===== config.mk =====
export PLATFORM = sky130hd
export DESIGN_NAME = stream_merge
export DESIGN_NICKNAME = d
export VERILOG_FILES = /design/src/rtl/stream_merge_pkg.sv /design/src/rtl/stream_fifo.sv /design/src/rtl/stream_merge.sv
export SDC_FILE = /design/constraint.sdc
export NUM_CORES = 1
export LEC_CHECK = 0
export BUFFER_PORTS_ARGS = -buffer_cell sky130_fd_sc_hd__clkbuf_2
export CORE_MARGIN = 5
export CORE_UTILIZATION = 45
export DETAILED_ROUTE_END_ITERATION = 6
export PLACE_DENSITY_LB_ADDON = 0.1
export SLEW_MARGIN = 20
export SYNTH_ARGS = -nofsm -noshare
export SYNTH_HDL_FRONTEND = slang
export SYNTH_SLANG_ARGS = --single-unit

===== constraint.sdc =====
create_clock -name clk -period 4.85 [get_ports clk]
set_input_delay 0.2425 -clock clk [delete_from_list [all_inputs] [get_ports clk]]
set_output_delay 0.2425 -clock clk [all_outputs]
set_load 0.01 [all_outputs]

===== src/rtl/stream_merge_pkg.sv =====
// Shared helpers for the stream_merge slice: tag width and arbiter reset pointer.
package stream_merge_pkg;

  // Bits needed to name one of `channels` sources (at least one bit)
  function automatic int unsigned TAG_W(input int unsigned channels);
    return (channels > 1) ? $clog2(channels) : 1;
  endfunction

  // Reset value of last_grant so that channel 0 is searched first
  function automatic int unsigned LAST_GRANT_RST(input int unsigned channels);
    return channels - 1;
  endfunction

endpackage


===== src/rtl/stream_fifo.sv =====
// Power-of-two output FIFO with show-ahead head word; full/empty derived from count.
module stream_fifo
  import stream_merge_pkg::*;
#(
  parameter int unsigned WIDTH = 32,
  parameter int unsigned DEPTH = 4,
  localparam int unsigned CNT_W = $clog2(DEPTH) + 1
) (
  input  logic             clk,
  input  logic             rst,
  input  logic             push,
  input  logic [WIDTH-1:0] push_data,
  input  logic             pop,
  output logic [WIDTH-1:0] pop_data,
  output logic             full,
  output logic             empty,
  output logic [CNT_W-1:0] count
);

  localparam int unsigned PTR_W = $clog2(DEPTH);

  logic [WIDTH-1:0] mem [DEPTH];
  logic [PTR_W-1:0] wr_ptr;
  logic [PTR_W-1:0] rd_ptr;
  logic             do_push;
  logic             do_pop;

  // Full is judged on the pre-pop count, so a same-cycle pop never frees a slot
  assign full     = (count == CNT_W'(DEPTH));
  assign empty    = (count == '0);
  assign do_push  = push && !full;
  assign do_pop   = pop && !empty;
  assign pop_data = mem[rd_ptr];

  always_ff @(posedge clk) begin
    if (rst) begin
      wr_ptr <= '0;
      rd_ptr <= '0;
      count  <= '0;
    end else begin
      if (do_push) wr_ptr <= wr_ptr + PTR_W'(1);
      if (do_pop)  rd_ptr <= rd_ptr + PTR_W'(1);
      if (do_push && !do_pop)      count <= count + CNT_W'(1);
      else if (!do_push && do_pop) count <= count - CNT_W'(1);
    end
  end

  always_ff @(posedge clk) begin
    if (do_push) mem[wr_ptr] <= push_data;
  end

endmodule


===== src/rtl/stream_merge.sv =====
// Round-robin merge of CHANNELS input streams into one FIFO-buffered output stream.
// Define STREAM_MERGE_TAG_EN to add output_tag (source channel of the head word).
module stream_merge
  import stream_merge_pkg::*;
#(
  parameter int unsigned WIDTH    = 32,
  parameter int unsigned CHANNELS = 4,
  parameter int unsigned DEPTH    = 4
) (
  input  logic                      clk,
  input  logic                      rst,
  input  logic [CHANNELS*WIDTH-1:0] input_data,
  input  logic [CHANNELS-1:0]       input_stb,
  output logic [CHANNELS-1:0]       input_ack,
  output logic [WIDTH-1:0]          output_data,
  output logic                      output_stb,
  input  logic                      output_ack,
  input  logic [CHANNELS-1:0]       exception_in,
  output logic [CHANNELS-1:0]       exception_src,
  output logic                      exception
`ifdef STREAM_MERGE_TAG_EN
  ,
  output logic [TAG_W(CHANNELS)-1:0] output_tag
`endif
);

  localparam int unsigned TAG_BITS = TAG_W(CHANNELS);
  localparam int unsigned CNT_W    = $clog2(DEPTH) + 1;
`ifdef STREAM_MERGE_TAG_EN
  localparam int unsigned ENTRY_W  = WIDTH + TAG_BITS;
`else
  localparam int unsigned ENTRY_W  = WIDTH;
`endif

  logic [TAG_BITS-1:0] last_grant;
  logic [TAG_BITS-1:0] grant_idx;
  logic [TAG_BITS-1:0] cand;
  logic                grant_vld;
  int unsigned         idx;
  logic [WIDTH-1:0]    grant_data;
  logic [ENTRY_W-1:0]  fifo_wdata;
  logic [ENTRY_W-1:0]  fifo_rdata;
  logic                fifo_full;
  logic                fifo_empty;
  logic [CNT_W-1:0]    fifo_count;

  // Round-robin search starting one past the last granted channel
  always_comb begin
    grant_idx = last_grant;
    grant_vld = 1'b0;
    cand      = '0;
    idx       = 0;
    for (int unsigned k = 1; k <= CHANNELS; k++) begin
      idx = 32'(last_grant) + k;
      if (idx >= CHANNELS) idx = idx - CHANNELS;
      cand = TAG_BITS'(idx);
      if (!grant_vld && input_stb[cand]) begin
        grant_vld = 1'b1;
        grant_idx = cand;
      end
    end
    if (rst || fifo_full) grant_vld = 1'b0;
  end

  always_comb begin
    input_ack = '0;
    if (grant_vld) input_ack[grant_idx] = 1'b1;
  end

  assign grant_data = input_data[grant_idx*WIDTH +: WIDTH];

`ifdef STREAM_MERGE_TAG_EN
  assign fifo_wdata  = {grant_idx, grant_data};
  assign output_tag  = fifo_rdata[WIDTH +: TAG_BITS];
`else
  assign fifo_wdata  = grant_data;
`endif
  assign output_data = fifo_rdata[WIDTH-1:0];
  assign output_stb  = !fifo_empty;

  always_ff @(posedge clk) begin
    if (rst)            last_grant <= TAG_BITS'(LAST_GRANT_RST(CHANNELS));
    else if (grant_vld) last_grant <= grant_idx;
  end

  // Sticky exception record, cleared only by reset
  always_ff @(posedge clk) begin
    if (rst) exception_src <= '0;
    else     exception_src <= exception_src | exception_in;
  end

  assign exception = |exception_src;

  stream_fifo #(
    .WIDTH (ENTRY_W),
    .DEPTH (DEPTH)
  ) u_fifo (
    .clk       (clk),
    .rst       (rst),
    .push      (grant_vld),
    .push_data (fifo_wdata),
    .pop       (output_ack),
    .pop_data  (fifo_rdata),
    .full      (fifo_full),
    .empty     (fifo_empty),
    .count     (fifo_count)
  );

  a_count_bound: assert property (@(posedge clk) disable iff (rst) fifo_count <= CNT_W'(DEPTH));

endmodule


==> results.ini, run 1 <==
[run_status]
status=finished, final reports clean

[clock_tree]
cts_tree=yes
h-tree-depth=4
cts_post_setup_buffers_inserted=0
clockBufferDepth=2
clockRootBuffer=clkbuf_16
cts_buffers=17
ctsResizeCount=0
clock_latency_ps=410
cts.clk_slew.worst_paths_ps=60
cts-hold-fix-buffers=0
cts_sinks=143

[route]
drc=0
drtPass1Iterations=7
ant_nets=0
dr_total_vias=3527
drtIter0Drc=158
wl_um=12900
wire_per_inst_um=19.3
viasPerCell=5.29

[final_layout]
finalInstanceArea_um2=7770
antenna_cells=0
area_growth_syn_to_layout_pct=26.0
fin_nets=623
drive_gt1_frac=0.572

[sta]
finalSetupTns_ps=0
fmax_mhz=390
setup_viol=0
worst_slew_pin_slew_ps=914
relSlewSlack=0.391
skew_ps=9.35
holdWs_ps=49.0
finalMaxSlewViolations=0
period_needed_ps=2560
rsz0062_at_grt=no
period_share=0.528
hold_violations=0

[global_routing]
grt_pass1_vias=3812
antenna_found_initial=0
grt.overflow.total=0
grtUsageTotal=0.165
grt_pass1_wl_um=20000
grt_max_degree=38

[floorplanning]
ioPinCount=181
die_w_um=127
die_h_um=127
fp.dieArea_um2=16100
num_rows=42
core_um2=13300
start_util=0.462

[critical_path]
crit_path_top_delay_cell=buf_4
crit_family=buffers and inverters
cp_data_arrival_time_ps=2320
cpPeakStageDelay_ps=580
path_buf_inv=2
worstPathCellList=nor2b_1, a211o_1, a22oi_2, buf_4, nor3b_1, clkbuf_2
crit_type=reg -> out
path_max_fanout=37
cp-end-kind=output port
start_kind=flip-flop
required_ps=4610

[logic_synthesis]
syn_nets=437
ys_top_cells_by_area=edfxtp_1, mux4_2, dfxtp_1
post-synth-top-area-cell=edfxtp_1
synth_area_um2=6170
ys_ff_latch=143
ys_seq_area_frac=0.672
synth_warnings=0
synth_top_cell_area_share=0.623
synth_area_per_cell_um2=21.1
synth_cell_types=37
syn-instance-count=292

[placed_design]
placed_area_um2=7200
io_buffers=180
dp_hpwl_um=8660
routabilityCongestion=0.762

[pwr]
leakagePower_uw=0.00292
powerDensity_nw_per_um2=573
peakVddDrop_v=0.000473

[flow_run]
maxCapViolations=0

[min_path]
min_path_type=in -> reg

==> per-stage QoR <==
stage,utilization,worst slack [ps],instances,total power [uW]
2_1_floorplan,-,2570,292,2870
3_3_place_gp,0.540,2350,635,3260
3_5_place_dp,0.540,2290,635,3290
4_1_cts,0.582,2220,667,4530
5_1_grt,0.582,2070,667,4700
6_report,0.582,2290,667,4450
==> tightest hold or removal path, stage by stage <==
cell and delay (ps):
clkbuf_2 70, nor2_1 30, nor2_1 70
==> metal layers <==
layer | wire length (um) | GRT usage | part of all wire | up-vias
met4 | 115 | 0.0473 | 0.0089 | 0
li1 | - | - | - | 1614
met5 | 0 | 0 | 0 | -
met1 | 5270 | 0.205 | 0.41 | 1781
met3 | 851 | 0.0563 | 0.066 | 12
met2 | 6670 | 0.278 | 0.52 | 120
==> area by class of cell <==
class	instances	area, um^2
Sequential cell	143	4150
Tap cell	176	220
Timing Repair Buffer	183	923
Fill cell	1080	5570
Multi-Input combinational cell	128	1890
Clock buffer	18	429
Clock inverter	14	143
Inverter	5	18.8
==> report_power, final <==
| group | switching (uW) | internal, uW | leakage (uW) | total [uW] |
|---|---|---|---|---|
| sequential | 109 | 1760 | 0.00130 | 1870 |
| clock | 477 | 753 | 0.000260 | 1230 |
| combinational | 694 | 660 | 0.00136 | 1350 |
| total | 1280 | 3170 | 0.00292 | 4450 |
==> layout by cell type (no fill, tap or decap), types with 2 or more instances in the layout <==
master      Yosys  routed
a21oi_1         2       2
and2_2          0       4
buf_4           2       3
bufinv_16       0       2
clkbuf_16       0      17
clkbuf_2        0     180
clkinv_2        0       3
clkinvlp_4      0       6
dfxtp_1        15      13
dfxtp_2         0       2
edfxtp_1      128     128
ha_1            5       5
inv_1           4       4
mux4_1          6       6
mux4_2         58      58
nand2_1         2       2
nand2b_1        2       2
nand3_1         2       2
nor2_1         19      19
nor3_1          2       2
nor3b_1         3       3
o21ai_0         4       4
or3_1           3       3
xor2_1          4       4
==> final timing paths <==
| kind | start | end | slack, ps | depth (start not counted) |
|---|---|---|---|---|
| worst max-delay path | last_grant[0]$_SDFFE_PP1N_ | input_ack[2] | 2290 | 6 |
| worst min-delay path | exception_in[2] | exception_src[2]$_SDFF_PP0_ | 50 | 3 |
| worst max register to register | last_grant[0]$_SDFFE_PP1N_ | u_fifo.mem[1][10]$_DFFE_PP_ | 2360 | 5 |
| worst min register to register | exception_src[2]$_SDFF_PP0_ | exception_src[2]$_SDFF_PP0_ | 480 | 2 |
==> state kept, by name (all words and copies together), names as in the netlist, named ones only <==
name	flops
u_fifo.mem	128
exception_src	4
u_fifo.count	3
last_grant	2
u_fifo.rd_ptr	2
u_fifo.wr_ptr	2
==> cells in the mapped netlist <==
cell type / instances
a211o_1: 1
a211oi_1: 1
a21oi_1: 2
a21oi_2: 1
a22oi_2: 1
and2_1: 4
and3_1: 1
buf_1: 1
buf_12: 2
buf_2: 4
buf_4: 2
buf_6: 1
buf_8: 1
clkbuf_1: 5
clkinv_1: 1
dfxtp_1: 15
edfxtp_1: 128
fa_1: 1
ha_1: 5
inv_1: 4
mux2_2: 1
mux2i_1: 1
mux4_1: 6
mux4_2: 58
nand2_1: 2
nand2b_1: 2
nand3_1: 2
nor2_1: 19
nor2b_1: 1
nor3_1: 2
nor3b_1: 3
nor4_1: 1
o21ai_0: 4
o31ai_1: 1
or3_1: 3
or4_1: 1
xor2_1: 4
==> cell families after synthesis <==
group                    count (synthesis)  share of synthesized area
AO/OA/AOI/OAI                           11                     0.0122
AND/OR/NAND/NOR                         41                     0.0331
adder cells (fa/ha/maj)                  6                     0.0134
flip-flops                             143                      0.672
buffers and inverters                   21                     0.0231
multiplexers                            66                      0.241
XOR/XNOR                                 4                    0.00568
No activity file was read; power rests on OpenSTA's default activity.
==> run 2, diff against run 1 <==
==> constraint.sdc (replaced) <==
create_clock -name clk -period 2.1 [get_ports clk]
set_input_delay 0.105 -clock clk [delete_from_list [all_inputs] [get_ports clk]]
set_output_delay 0.105 -clock clk [all_outputs]
set_load 0.01 [all_outputs]
==> run 2 against run 1 <==
Against the previous run:
- the run now ends with negative setup slack left
- register-to-register slack got worse by 2400 ps
- worst setup slack got worse by 2300 ps
- largest power group unchanged
- combinational power increased to 3.0 times the previous value
- first-iteration DRC count increased by 53%
- clock-buffer cell count increased by 7
==> results.ini, run 2 (synthesized netlist as in run 1, its figures left out) <==
[route]
viasPerCell=5.29
top_layer=met4
ant_nets=0
wl_met2_um=7380
drt-met1-wl_um=6090
wl_met3_um=943
dr_total_vias=3701
drtIter0Drc=242
wl_um=14600
wire_per_inst_um=20.8
drc=0
drtPass1Iterations=4

[sta]
holdWs_ps=66.4
period_needed_ps=2120
period_share=1.01
setup_viol=1
relSlewSlack=0.684
rsz0062_at_grt=yes
finalWorstSetupSlack_ps=-20.5
fmax_mhz=472
skew_ps=8.58
worst_slew_pin_slew_ps=473
finalMaxSlewViolations=0
hold_violations=0

[clock_tree]
cts_sinks=143
cts_buffers=17
h-tree-depth=4
clockRootBuffer=clkbuf_16
clock_latency_ps=410
cts.clk_slew.worst_paths_ps=60
clockBufferDepth=2
cts_tree=yes

[floorplanning]
num_rows=42
die_w_um=127
start_util=0.462
core_um2=13300
ioPinCount=181
fp.dieArea_um2=16100
die_h_um=127

[critical_path]
start_kind=flip-flop
crit_type=reg -> reg
reg2reg_from=u_fifo.count[2]$_SDFFE_PP0P_
cp-end-kind=flip-flop
path_max_fanout=4
cp-startpoint=u_fifo.count[2]$_SDFFE_PP0P_
cp_data_arrival_time_ps=2470
required_ps=2450

[pwr]
swShare=0.287
peakVddDrop_v=0.000692
pwr-share-comb=0.366
powerDensity_nw_per_um2=1330
p_switching_uw=3150
p_int_uw=7830
seqPwrFrac=0.389
p_clk_frac=0.245
leakagePower_uw=0.00316

[global_routing]
grt_pass1_vias=4138
grt_pass1_wl_um=22200
grtUsageTotal=0.185
antenna_found_initial=0
grt_max_degree=19
grt.overflow.total=0

[final_layout]
fin_nets=656
fillers=1035
antenna_cells=0
mostFrequentLayoutCell=clkbuf_2
finalInstanceArea_um2=8270
reg_top3=u_fifo.mem x128, exception_src x4, u_fifo.count x3
multi_input_area_um2=1910
layout_common_cells=clkbuf_2, edfxtp_1, mux4_2, nor2_1, clkbuf_16
area_growth_syn_to_layout_pct=34.1
largest_reg_flops=128
stdcell_count=700
regArea_um2=4150
drive_gt1_frac=0.611
largest_register=u_fifo.mem

[flow_run]
maxCapViolations=0

[run_status]
status=complete, but fails checks
violations=negative setup slack

[placed_design]
dp_hpwl_um=9980
routabilityCongestion=0.806
placed_area_um2=7550
io_buffers=180
dp_slack_ps=-47.6
post-place-cells=656

[min_path]
min_path_type=in -> reg
min_from=output_ack

run 2: cell types whose count changed in the layout (fill, tap and decap cells not counted), moves of 5 or more:
| cell | before | now |
|---|---|---|
| mux4_1 | 6 | 0 |
| buf_12 | 0 | 14 |
| clkbuf_1 | 1 | 7 |
| clkinvlp_4 | 6 | 1 |
| buf_4 | 3 | 13 |
| mux4_2 | 58 | 64 |
run 2: path summary, 6_finish.rpt:
check | slack, ps | cells past startpoint | end
setup / recovery | -20 | 9 | u_fifo.count[2]$_SDFFE_PP0P_
hold / removal | 70 | 4 | flip-flop
setup reg to reg | -20 | 9 | u_fifo.count[2]$_SDFFE_PP0P_
hold reg to reg | 490 | 2 | exception_src[0]$_SDFF_PP0_
run 2: worst max-delay path, cell delays in order (launching register included):
cell	delay, ps
dfxtp_1	320
nor3b_2	170
or3_4	350
clkinv_4	60
ha_2	160
inv_1	50
fa_2	330
xor2_1	180
or3_1	330
a21oi_2	120
run 2: metrics by stage:
stage	power, uW	TNS (ps)	utilization
6_report	11000	-20.5	0.620
5_1_grt	11600	-136	0.620
4_1_cts	10900	-17.6	0.614
3_5_place_dp	8010	-521	0.565
3_3_place_gp	7910	0	0.565
2_1_floorplan	6630	-49.4	-
run 2: layer usage:
layer  vias to the layer above  track usage
li1                       1672            -
met2                       143        0.310
met3                        13       0.0584
met4                         0       0.0448
met1                      1873        0.238
met5                         -            0
run 2: power groups by stage:
stage | registers (uW) | logic [uW] | clock network, uW
6_report | 4280 | 4020 | 2690
5_1_grt | 4330 | 4320 | 2900
3_3_place_gp | 4300 | 3610 | 0
4_1_cts | 4280 | 3910 | 2740
2_1_floorplan | 4230 | 2400 | 0
3_5_place_dp | 4340 | 3680 | 0
run 2: timing repair:
| action | in CTS | in global routing |
|---|---|---|
| hold buffers | 4 | 0 |
| resized for setup | 4 | 13 |
| pin swaps | 2 | 3 |
| endpoints found under the hold margin | 4 | 0 |
| buffers inserted | 1 | 3 |
| endpoints found under the setup margin | 93 | 132 |
| cloned | 2 | 2 |
run 2: layout make-up:
class | count | share of cell area
Clock buffer | 25 | 0.0563
Inverter | 5 | 0.00287
Tap cell | 176 | 0.0266
Multi-Input combinational cell | 128 | 0.231
Sequential cell | 143 | 0.501
Timing Repair Buffer | 216 | 0.174
Clock inverter | 7 | 0.00801
==> run 3, diff against run 2 <==
--- a/config.mk
+++ b/config.mk
@@ -5,7 +5,7 @@
 export SDC_FILE = /design/constraint.sdc
 export NUM_CORES = 1
 export LEC_CHECK = 0
-export BUFFER_PORTS_ARGS = -buffer_cell sky130_fd_sc_hd__clkbuf_2
+export BUFFER_PORTS_ARGS = -buffer_cell sky130_fd_sc_hd__buf_2
 export CORE_MARGIN = 5
 export CORE_UTILIZATION = 45
 export DETAILED_ROUTE_END_ITERATION = 6
==> run 3 against run 2 <==
Against the previous run:
- the run now ends clean
- clock power grew 17%
- sequential share of layout area shrank 0.11 points
- worst setup slack gained 34 ps
- routed wire length shrank 0.30%
- critical path depth shrank 3
==> results.ini, run 3 (synthesized netlist as in run 1, its figures left out) <==
[run_status]
status=finished, final reports clean

[route]
wire_per_inst_um=20.7
drtPass1Iterations=4
drc=0
ant_nets=0
dr_total_vias=3764
viasPerCell=5.37
wl_um=14500
drtIter0Drc=178

[critical_path]
worstPathCellList=nor2b_2, a211o_1, a22oi_2, buf_6, clkbuf_16, mux4_2
cp_data_arrival_time_ps=2220
cpPeakStageDelay_ps=540
cp-end-kind=flip-flop
crit_family=multiplexers
required_ps=2230
path_buf_inv=2
start_kind=flip-flop
crit_path_top_delay_cell=mux4_2
rrSetupSlack_ps=10
r2r_cells=6
path_max_fanout=5
reg2reg_from=last_grant[0]$_SDFFE_PP1N_
crit_type=reg -> reg
r2r_end=u_fifo.mem[1][12]$_DFFE_PP_

[min_path]
min_from=output_ack
min_path_cells=4
worstHoldEndpoint=u_fifo.rd_ptr[0]$_SDFFE_PP0P_
min_path_type=in -> reg

[final_layout]
antenna_cells=0
final_util=0.622
stdcell_count=701
area_growth_syn_to_layout_pct=34.5
drive_gt1_frac=0.625
largest_register=u_fifo.mem
fin_nets=657
mostFrequentLayoutCell=buf_2
reg_top3=u_fifo.mem x128, exception_src x4, u_fifo.count x3
largest_reg_flops=128
layout_common_cells=buf_2, edfxtp_1, mux4_2, clkbuf_16, buf_4

[placed_design]
routabilityCongestion=0.779
dp_hpwl_um=9810
post-place-cells=655
io_buffers=180

[pwr]
leakagePower_uw=0.00314
swShare=0.278
p_total_uw=11400
peakVddDrop_v=0.000792
seqPwrFrac=0.377
p_int_uw=8210
pwr-share-comb=0.347
p_clk_frac=0.276
powerDensity_nw_per_um2=1370
p_switching_uw=3170

[sta]
worst_slew_pin_slew_ps=526
period_needed_ps=2090
setup_viol=0
hold_violations=0
period_share=0.993
finalSetupTns_ps=0
holdWs_ps=95.9
skew_ps=5.07
relSlewSlack=0.646
rsz0062_at_grt=yes
finalMaxSlewViolations=0
fmax_mhz=479

[floorplanning]
start_util=0.462
ioPinCount=181
die_h_um=127
fp.dieArea_um2=16100
die_w_um=127
num_rows=42
core_um2=13300

[clock_tree]
h-tree-depth=4
clock_latency_ps=410
cts_sinks=143
cts_tree=yes
clockRootBuffer=clkbuf_16
cts.clk_slew.worst_paths_ps=60
clockBufferDepth=2
cts_buffers=17

[flow_run]
maxCapViolations=0

[global_routing]
grt_pass1_vias=4061
grt.overflow.total=0
antenna_found_initial=0
grtUsageTotal=0.175
grt_pass1_wl_um=21100
grt_max_degree=37

-- run 3: what timing repair did --
action / CTS / global route
resized for setup: 10 / 14
setup buffers: 1 / 5
hold buffers: 4 / 0
endpoints found under the setup margin: 104 / 96
pin swaps: 3 / 2
hold endpoints to repair: 4 / 0
gates cloned: 0 / 4
-- run 3: layer usage --
| metal | GRT usage | part of all wire | up-vias |
|---|---|---|---|
| li1 | - | - | 1677 |
| met1 | 0.212 | 0.40 | 1917 |
| met2 | 0.293 | 0.51 | 147 |
| met3 | 0.0568 | 0.067 | 23 |
| met4 | 0.0681 | 0.020 | 0 |
| met5 | 0 | 0 | - |
-- run 3: metrics by stage --
stage          setup WS [ps]  area [um^2]
6_report                13.9         8300
5_1_grt                -89.1         8300
4_1_cts                 14.7         8150
2_1_floorplan          -49.4         6190
3_5_place_dp            -123         7440
3_3_place_gp            1.59         7440
-- run 3: worst max path at each step --
stage	from	endpoint	slack, ps	cells after the start
floorplan	u_fifo.count[1]$_SDFFE_PP0P_	u_fifo.count[2]$_SDFFE_PP0P_	-50	10
global placement	last_grant[0]$_SDFFE_PP1N_	u_fifo.mem[0][8]$_DFFE_PP_	2	5
detailed placement	last_grant[0]$_SDFFE_PP1N_	u_fifo.mem[3][10]$_DFFE_PP_	-120	5
CTS	u_fifo.count[2]$_SDFFE_PP0P_	u_fifo.count[2]$_SDFFE_PP0P_	10	9
global route	u_fifo.count[2]$_SDFFE_PP0P_	u_fifo.count[2]$_SDFFE_PP0P_	-90	9
finish	last_grant[0]$_SDFFE_PP1N_	u_fifo.mem[1][12]$_DFFE_PP_	10	6
-- run 3: worst reg2reg max path, cell delays in order, from the launching register on --
cell and delay [ps]:
dfxtp_2 360, nor2b_2 50, a211o_1 240, a22oi_2 250, buf_6 200, clkbuf_16 170, mux4_2 540
-- run 3: layout make-up --
class	instances	area (um^2)
Inverter	5	23.8
Sequential cell	143	4150
Multi-Input combinational cell	128	1920
Clock inverter	14	196
Tap cell	176	220
Timing Repair Buffer	217	1360
Clock buffer	18	429
Fill cell	1019	5050
-- run 3: power by group through the flow --
stage                     Combinational [uW]  Sequential (uW)  Clock (uW)
final                                   3950             4300        3140
after global routing                    4250             4360        3320
after CTS                               3660             4300        3190
after detailed placement                3580             4350           0
after global placement                  3500             4310           0
after floorplan                         2400             4230           0
